[src/rtl/present_pkg.sv]
// Shared constants and types for the PRESENT-80 byte-serial front end.
package present_pkg;

  localparam int unsigned KEY_BYTES = 10;
  localparam int unsigned BLK_BYTES = 8;
  localparam int unsigned PERIOD    = 32;

  localparam int unsigned KEY_W   = 8 * KEY_BYTES;
  localparam int unsigned BLK_W   = 8 * BLK_BYTES;
  localparam int unsigned IDX_W   = $clog2(KEY_BYTES + BLK_BYTES);
  localparam int unsigned OIDX_W  = $clog2(BLK_BYTES);
  localparam int unsigned PHASE_W = $clog2(PERIOD);

  typedef enum logic [1:0] {
    FILL  = 2'd0,
    ARMED = 2'd1,
    BUSY  = 2'd2
  } in_state_e;

endpackage

[src/rtl/present_byte_if_if.sv]
// Byte-wide valid/ready stream used for both the operand and ciphertext sides.
interface byte_stream_if;

  logic [7:0] data;
  logic       valid;
  logic       ready;

  modport master (output data, output valid, input ready);
  modport slave  (input data, input valid, output ready);

endinterface

[src/rtl/present_obuf.sv]
// Single-block ciphertext buffer that drains one byte per handshake, MSB byte first.
module present_obuf
  import present_pkg::*;
(
  input  logic             clk,
  input  logic             rst_n,
  input  logic             capture,
  input  logic [0:BLK_W-1] din,
  output logic             valid,
  output logic [7:0]       data,
  input  logic             ready
);

  localparam logic [OIDX_W-1:0] LAST_BYTE = OIDX_W'(BLK_BYTES - 1);

  logic [0:BLK_W-1]  buffer;
  logic [OIDX_W-1:0] idx;

  // The buffer shifts on each handshake, so the current byte is always the head.
  assign data = buffer[0:7];

  always_ff @(posedge clk or negedge rst_n) begin
    if (!rst_n) begin
      buffer <= '0;
      idx    <= '0;
      valid  <= 1'b0;
    end else if (capture && !valid) begin
      buffer <= din;
      idx    <= '0;
      valid  <= 1'b1;
    end else if (valid && ready) begin
      buffer <= {buffer[8:BLK_W-1], 8'h00};
      if (idx == LAST_BYTE) begin
        idx   <= '0;
        valid <= 1'b0;
      end else begin
        idx <= idx + OIDX_W'(1);
      end
    end
  end

endmodule

[src/rtl/present_byte_if.sv]
// Deserialises key/plaintext for the PRESENT-80 core, tracks its 32-cycle schedule
// and serialises the captured ciphertext.
module present_byte_if
  import present_pkg::*;
(
  input  logic             clk,
  input  logic             rst_n,
  byte_stream_if.slave     in_stream,
  byte_stream_if.master    out_stream,
  output logic [0:KEY_W-1] core_keys,
  output logic [0:BLK_W-1] core_state,
  input  logic [0:BLK_W-1] core_result
);

  localparam logic [IDX_W-1:0] LAST_IDX = IDX_W'(KEY_BYTES + BLK_BYTES - 1);

  in_state_e          state;
  logic [IDX_W-1:0]   idx;
  logic [PHASE_W-1:0] phase;
  logic               in_ready_q;
  logic               phase_zero;
  logic               capture;
  logic               obuf_valid;
  logic [7:0]         obuf_data;

  assign phase_zero = (phase == '0);
  // Full is sampled before the edge, so a draining final byte still blocks capture.
  assign capture    = (state == BUSY) && phase_zero && !obuf_valid;

  assign in_stream.ready  = in_ready_q;
  assign out_stream.valid = obuf_valid;
  assign out_stream.data  = obuf_data;

  always_ff @(posedge clk or negedge rst_n) begin
    if (!rst_n) begin
      state      <= FILL;
      idx        <= '0;
      phase      <= '0;
      in_ready_q <= 1'b1;
      core_keys  <= '0;
      core_state <= '0;
    end else begin
      phase <= phase + PHASE_W'(1);
      unique case (state)
        FILL: begin
          if (in_stream.valid && in_ready_q) begin
            for (int unsigned i = 0; i < KEY_BYTES; i++) begin
              if (idx == IDX_W'(i)) core_keys[8*i +: 8] <= in_stream.data;
            end
            for (int unsigned i = 0; i < BLK_BYTES; i++) begin
              if (idx == IDX_W'(KEY_BYTES + i)) core_state[8*i +: 8] <= in_stream.data;
            end
            if (idx == LAST_IDX) begin
              idx        <= '0;
              state      <= ARMED;
              in_ready_q <= 1'b0;
            end else begin
              idx <= idx + IDX_W'(1);
            end
          end
        end
        ARMED: begin
          if (phase_zero) state <= BUSY;
        end
        BUSY: begin
          // Without capture the held operands make the core recompute the same block.
          if (capture) begin
            state      <= FILL;
            in_ready_q <= 1'b1;
          end
        end
        default: begin
          state      <= FILL;
          in_ready_q <= 1'b1;
        end
      endcase
    end
  end

  present_obuf u_obuf (
    .clk     (clk),
    .rst_n   (rst_n),
    .capture (capture),
    .din     (core_result),
    .valid   (obuf_valid),
    .data    (obuf_data),
    .ready   (out_stream.ready)
  );

endmodule

[src/flat_wrapper.sv]
// flat-port wrapper written by rule: the top's interface ports become plain ports
module present_byte_if_flat import present_pkg::*;
  (clk, rst_n, core_keys, core_state, core_result, in_stream_data, in_stream_valid, in_stream_ready, out_stream_data, out_stream_valid, out_stream_ready);
  byte_stream_if in_stream_i ();
  byte_stream_if out_stream_i ();
  input  logic clk;
  input  logic rst_n;
  output logic [0:KEY_W-1] core_keys;
  output logic [0:BLK_W-1] core_state;
  input  logic [0:BLK_W-1] core_result;
  input wire logic [$bits(in_stream_i.data)-1:0] in_stream_data;
  input wire logic [$bits(in_stream_i.valid)-1:0] in_stream_valid;
  output wire logic [$bits(in_stream_i.ready)-1:0] in_stream_ready;
  output wire logic [$bits(out_stream_i.data)-1:0] out_stream_data;
  output wire logic [$bits(out_stream_i.valid)-1:0] out_stream_valid;
  input wire logic [$bits(out_stream_i.ready)-1:0] out_stream_ready;
  assign in_stream_i.data = in_stream_data;
  assign in_stream_i.valid = in_stream_valid;
  assign in_stream_ready = in_stream_i.ready;
  assign out_stream_data = out_stream_i.data;
  assign out_stream_valid = out_stream_i.valid;
  assign out_stream_i.ready = out_stream_ready;
  present_byte_if u_core (.clk(clk), .rst_n(rst_n), .in_stream(in_stream_i), .out_stream(out_stream_i), .core_keys(core_keys), .core_state(core_state), .core_result(core_result));
endmodule
[config.mk]
export PLATFORM = sky130hd
export DESIGN_NAME = present_byte_if_flat
export DESIGN_NICKNAME = d
export VERILOG_FILES = /design/src/rtl/present_pkg.sv /design/src/rtl/present_byte_if_if.sv /design/src/rtl/present_obuf.sv /design/src/rtl/present_byte_if.sv /design/src/flat_wrapper.sv
export SDC_FILE = /design/constraint.sdc
export NUM_CORES = 1
export LEC_CHECK = 0
export CORE_UTILIZATION = 53
export DETAILED_ROUTE_END_ITERATION = 8
export PLACE_DENSITY = 0.86
export SLEW_MARGIN = 20
export SYNTH_ARGS = -nofsm -noshare
export SYNTH_HDL_FRONTEND = slang
export SYNTH_SLANG_ARGS = --single-unit
[constraint.sdc]
create_clock -name clk -period 3.7 [get_ports clk]
set_clock_uncertainty 0.1 [all_clocks]
set_input_delay 0.925 -clock clk [delete_from_list [all_inputs] [get_ports clk]]
set_output_delay 0.925 -clock clk [all_outputs]
set_load 0.01 [all_outputs]
==> results.md <==
- The leading register cell type out of synthesis is dfrtp_1.
- The setup TNS is 0 ps.
- The async set or reset register ratio after synthesis is 1.00.
- In the final layout, the share of cells above drive strength 1 is 0.249.
- The buffer and inverter count on the worst path is 1.
- From left edge to right edge, the die measures 134 microns.
- The clock transition at the registers of the reported paths is 60 ps.
- The type of element launching the critical path is a register.
- The layout overhead on the synthesized area is 34.8%.
- In the layout the commonest cells are 228 x clkdlybuf4s50_1, 224 x dfrtp_1, 162 x mux2_2.
- The global-route met2 utilization is 0.458.
- The cell at the slowest stage of the critical path is dfrtp_1.
- The via count of the first global-routing pass is 6748.
- Data on the critical path arrives at its endpoint at 1890 ps.
- The initial cell density of the core is 0.548.
- Wires add up to 23500 microns.
- The capturing element type of the critical path is a primary output.
- The sequential cells in the finished layout cover a total of 5630 sq um.
- The depth of the CTS H-tree is 1.
- For met1 alone, demand over resource in global routing was 0.343.
- The leading cell type in the layout, fill and taps excluded is clkdlybuf4s50_1.
- The number of slew-limit violations in the final report is 0.
- Port buffering added 229 buffers.
- The total of hold buffers inserted after clock tree synthesis is 0.
- The largest incremental delay on the critical path is 730 ps.
- The post-detailed-route wirelength per cell is 21.5 microns.
- Entering global routing, the biggest net connects 84 pins.
- The sum of overflow across all layers after global routing is 0.
- The remaining antenna violation count after routing is 0.
- The worst hold slack across all endpoints is 307 ps.
- For this run, the top clock speed supported by timing is 343 MHz.
- The first-pass detailed-route iteration total is 4.
- In the post-synthesis netlist, the biggest area contributors are dfrtp_1 61%, mux2_2 20%, a221o_1 5.1%, and3_1 3.3%, clkbuf_1 1.5%.
- The post-route minimum period is 2920 ps.
- The cell area after technology mapping is 9190 sq um.
- The final number of setup-violating endpoints is 0.
- Counting the fill cells in the layout gives 1054.
- The synthesized instance count is 641.
- The critical path goes through clkdlybuf4s50_1.
- The category of cells accounting for the largest share of critical-path delay is flip-flops.
- The proportion of netlist area held by the largest area contributor is 0.610.
- The number of buffers created by CTS is 24.
- The height of the die is 134 microns.
- The final hold violation count is 0.
- The post-synthesis sequential area ratio is 0.613.
- The core area is 16800 sq um.
- Once the clock tree was built, the setup fixing pass inserted 0 buffers.
- The worst slew margin relative to its limit is 0.337.
- The post-route fraction of the period consumed by the critical path is 0.789.
- After global routing, the most crowded layer is met2.
- The critical path is of the register to primary output type.
- The max-capacitance violation count is 0.
- The mean instance size in the synthesized netlist is 14.3 sq um.
- The total area of multi-input combinational cells is 3240 sq um.
- Dividing the detail-routed via count by the number of cells gives 5.78.
- The TritonCTS sink count is 225.
- The global-route usage over all layers is 0.268.
- The number of placement rows is 47.
- The number of DRC violations after detailed-routing iteration 0 is 359.
- For the worst-skew pair, the clock arrives at the later sink with an insertion delay of 500 ps.
- The number of antenna diodes in the final layout is 0.
- The detailed router placed 6302 vias in this run.
- The buffer type at the clock tree root is clkbuf_16.
- The library cell occupying the most area in the post-synthesis netlist is dfrtp_1.
- At the end of routability-driven placement, the weighted congestion stood at 0.836.
- The first global-routing pass estimated 37200 microns of wire.
- The leakage power is 6.06 nW.
- Setup repair after global routing left no endpoint under its margin.
- The required time of the critical path is 2670 ps.
- The post-DP HPWL is 16100 microns.
- The number of nets in the layout is 938.
- 230 I/O pins were placed.
- The clock tree buffer depth is 3.
- The slew of the pin with the lowest slew margin is 992 ps.
- Across the VDD grid, the largest voltage drop is 0.313 mV.
- In this run the worst path has a maximum fanout of 19.
- The power density over the cells is 488 nW/um^2.
- The run finished with clean final reports.
- For this run, the number of Yosys warnings is 0.
- The count of cells resized by post-cts repair is 0.
- The worst hold-check path type is input pin to async pin.
- For met3 alone, demand over resource in global routing was 0.0453.
- Synthesis inferred 225 register bits.
- The initial antenna violation count was 0.
- Counting distinct cell types in the post-synthesis netlist gives 39.
- The die covers 17900 sq um.
- The total nets after synthesis is 726.
- The number of remaining DRC errors is 0.
- The synthesized design contains 0 enable-type register cells.
- The CTS tree is yes.
[cell type report]
| class | count | share of cell area |
|---|---|---|
| repair buffers | 240 | 0.194 |
| well taps | 220 | 0.0222 |
| clock inverters | 9 | 0.00596 |
| clock buffers | 35 | 0.0576 |
| inverters | 14 | 0.00424 |
| multi-input cells | 348 | 0.261 |
| flip-flops and latches | 225 | 0.455 |
[final timing paths]
path / slack (ps) / to / startpoint / cells past startpoint
hold reg to reg: 400 / u_core.phase[4] / u_core.phase[4] / 1
min in group clk: 400 / u_core.phase[4] / u_core.phase[4] / 1
setup / recovery: 780 / out_stream_valid / u_core.u_obuf.valid / 1
setup reg to reg: 1070 / u_core.u_obuf.buffer[60] / u_core.phase[0] / 7
max in group asynchronous: 2370 / u_core.in_stream.ready / rst_n / 2
hold / removal: 310 / u_core.core_keys[0] / rst_n / 1
[logic make-up (layout without fill, tap and decap cells)]
group | after synthesis | count (layout) | share of synthesized area
AND/OR/NAND/NOR | 104 | 104 | 0.0664
multiplexers | 170 | 170 | 0.207
flip-flops | 225 | 225 | 0.613
buffers and inverters | 68 | 298 | 0.0357
adder cells (fa/ha/maj) | 9 | 9 | 0.0123
AO/OA/AOI/OAI | 61 | 61 | 0.0619
XOR/XNOR | 4 | 4 | 0.00381
[registers in the layout, summed over array words and instances (netlist names), 2 cells and up]
name	cells
u_core.idx	5
u_core.state	2
u_core.core_keys	80
u_core.core_state	64
u_core.u_obuf.idx	3
u_core.u_obuf.buffer	64
u_core.phase	5
[cell usage after synthesis, drive strengths merged (2+ instances only)]
cell     number
o2bb2ai       2
mux2i         8
o21ai         3
o22ai         2
nand2b        3
ha            9
mux2        162
and4          3
buf          18
nor2          2
xnor2         3
dfrtp       224
nand2        19
clkbuf       36
nand4         6
inv          13
nand3        11
a221o        47
nor2b         5
and3         48
[layer usage]
metal,vias to the layer above,wire length [microns],share of wire
met5,-,0,0
met4,0,673,0.029
met3,57,1280,0.055
met2,230,12000,0.51
met1,3266,9550,0.41
li1,2749,-,-
[where the power goes]
| group | leakage [nW] | total (mW) | switching, mW | internal, mW |
|---|---|---|---|---|
| clock network | 0.396 | 2.35 | 0.941 | 1.41 |
| registers | 3.08 | 2.80 | 0.152 | 2.65 |
| logic | 2.58 | 0.901 | 0.438 | 0.463 |
[through the flow]
step | worst slack, ps | utilization | cell area [sq um] | power, mW | cells
2_1_floorplan | 1310 | - | 9190 | 3.30 | 641
3_3_place_gp | 647 | 0.692 | 11600 | 3.68 | 1047
3_5_place_dp | 585 | 0.692 | 11600 | 3.74 | 1047
4_1_cts | 774 | 0.739 | 12400 | 6.09 | 1091
5_1_grt | 713 | 0.739 | 12400 | 6.30 | 1091
6_report | 781 | 0.739 | 12400 | 6.05 | 1091
(Power assumes the default switching activity.)
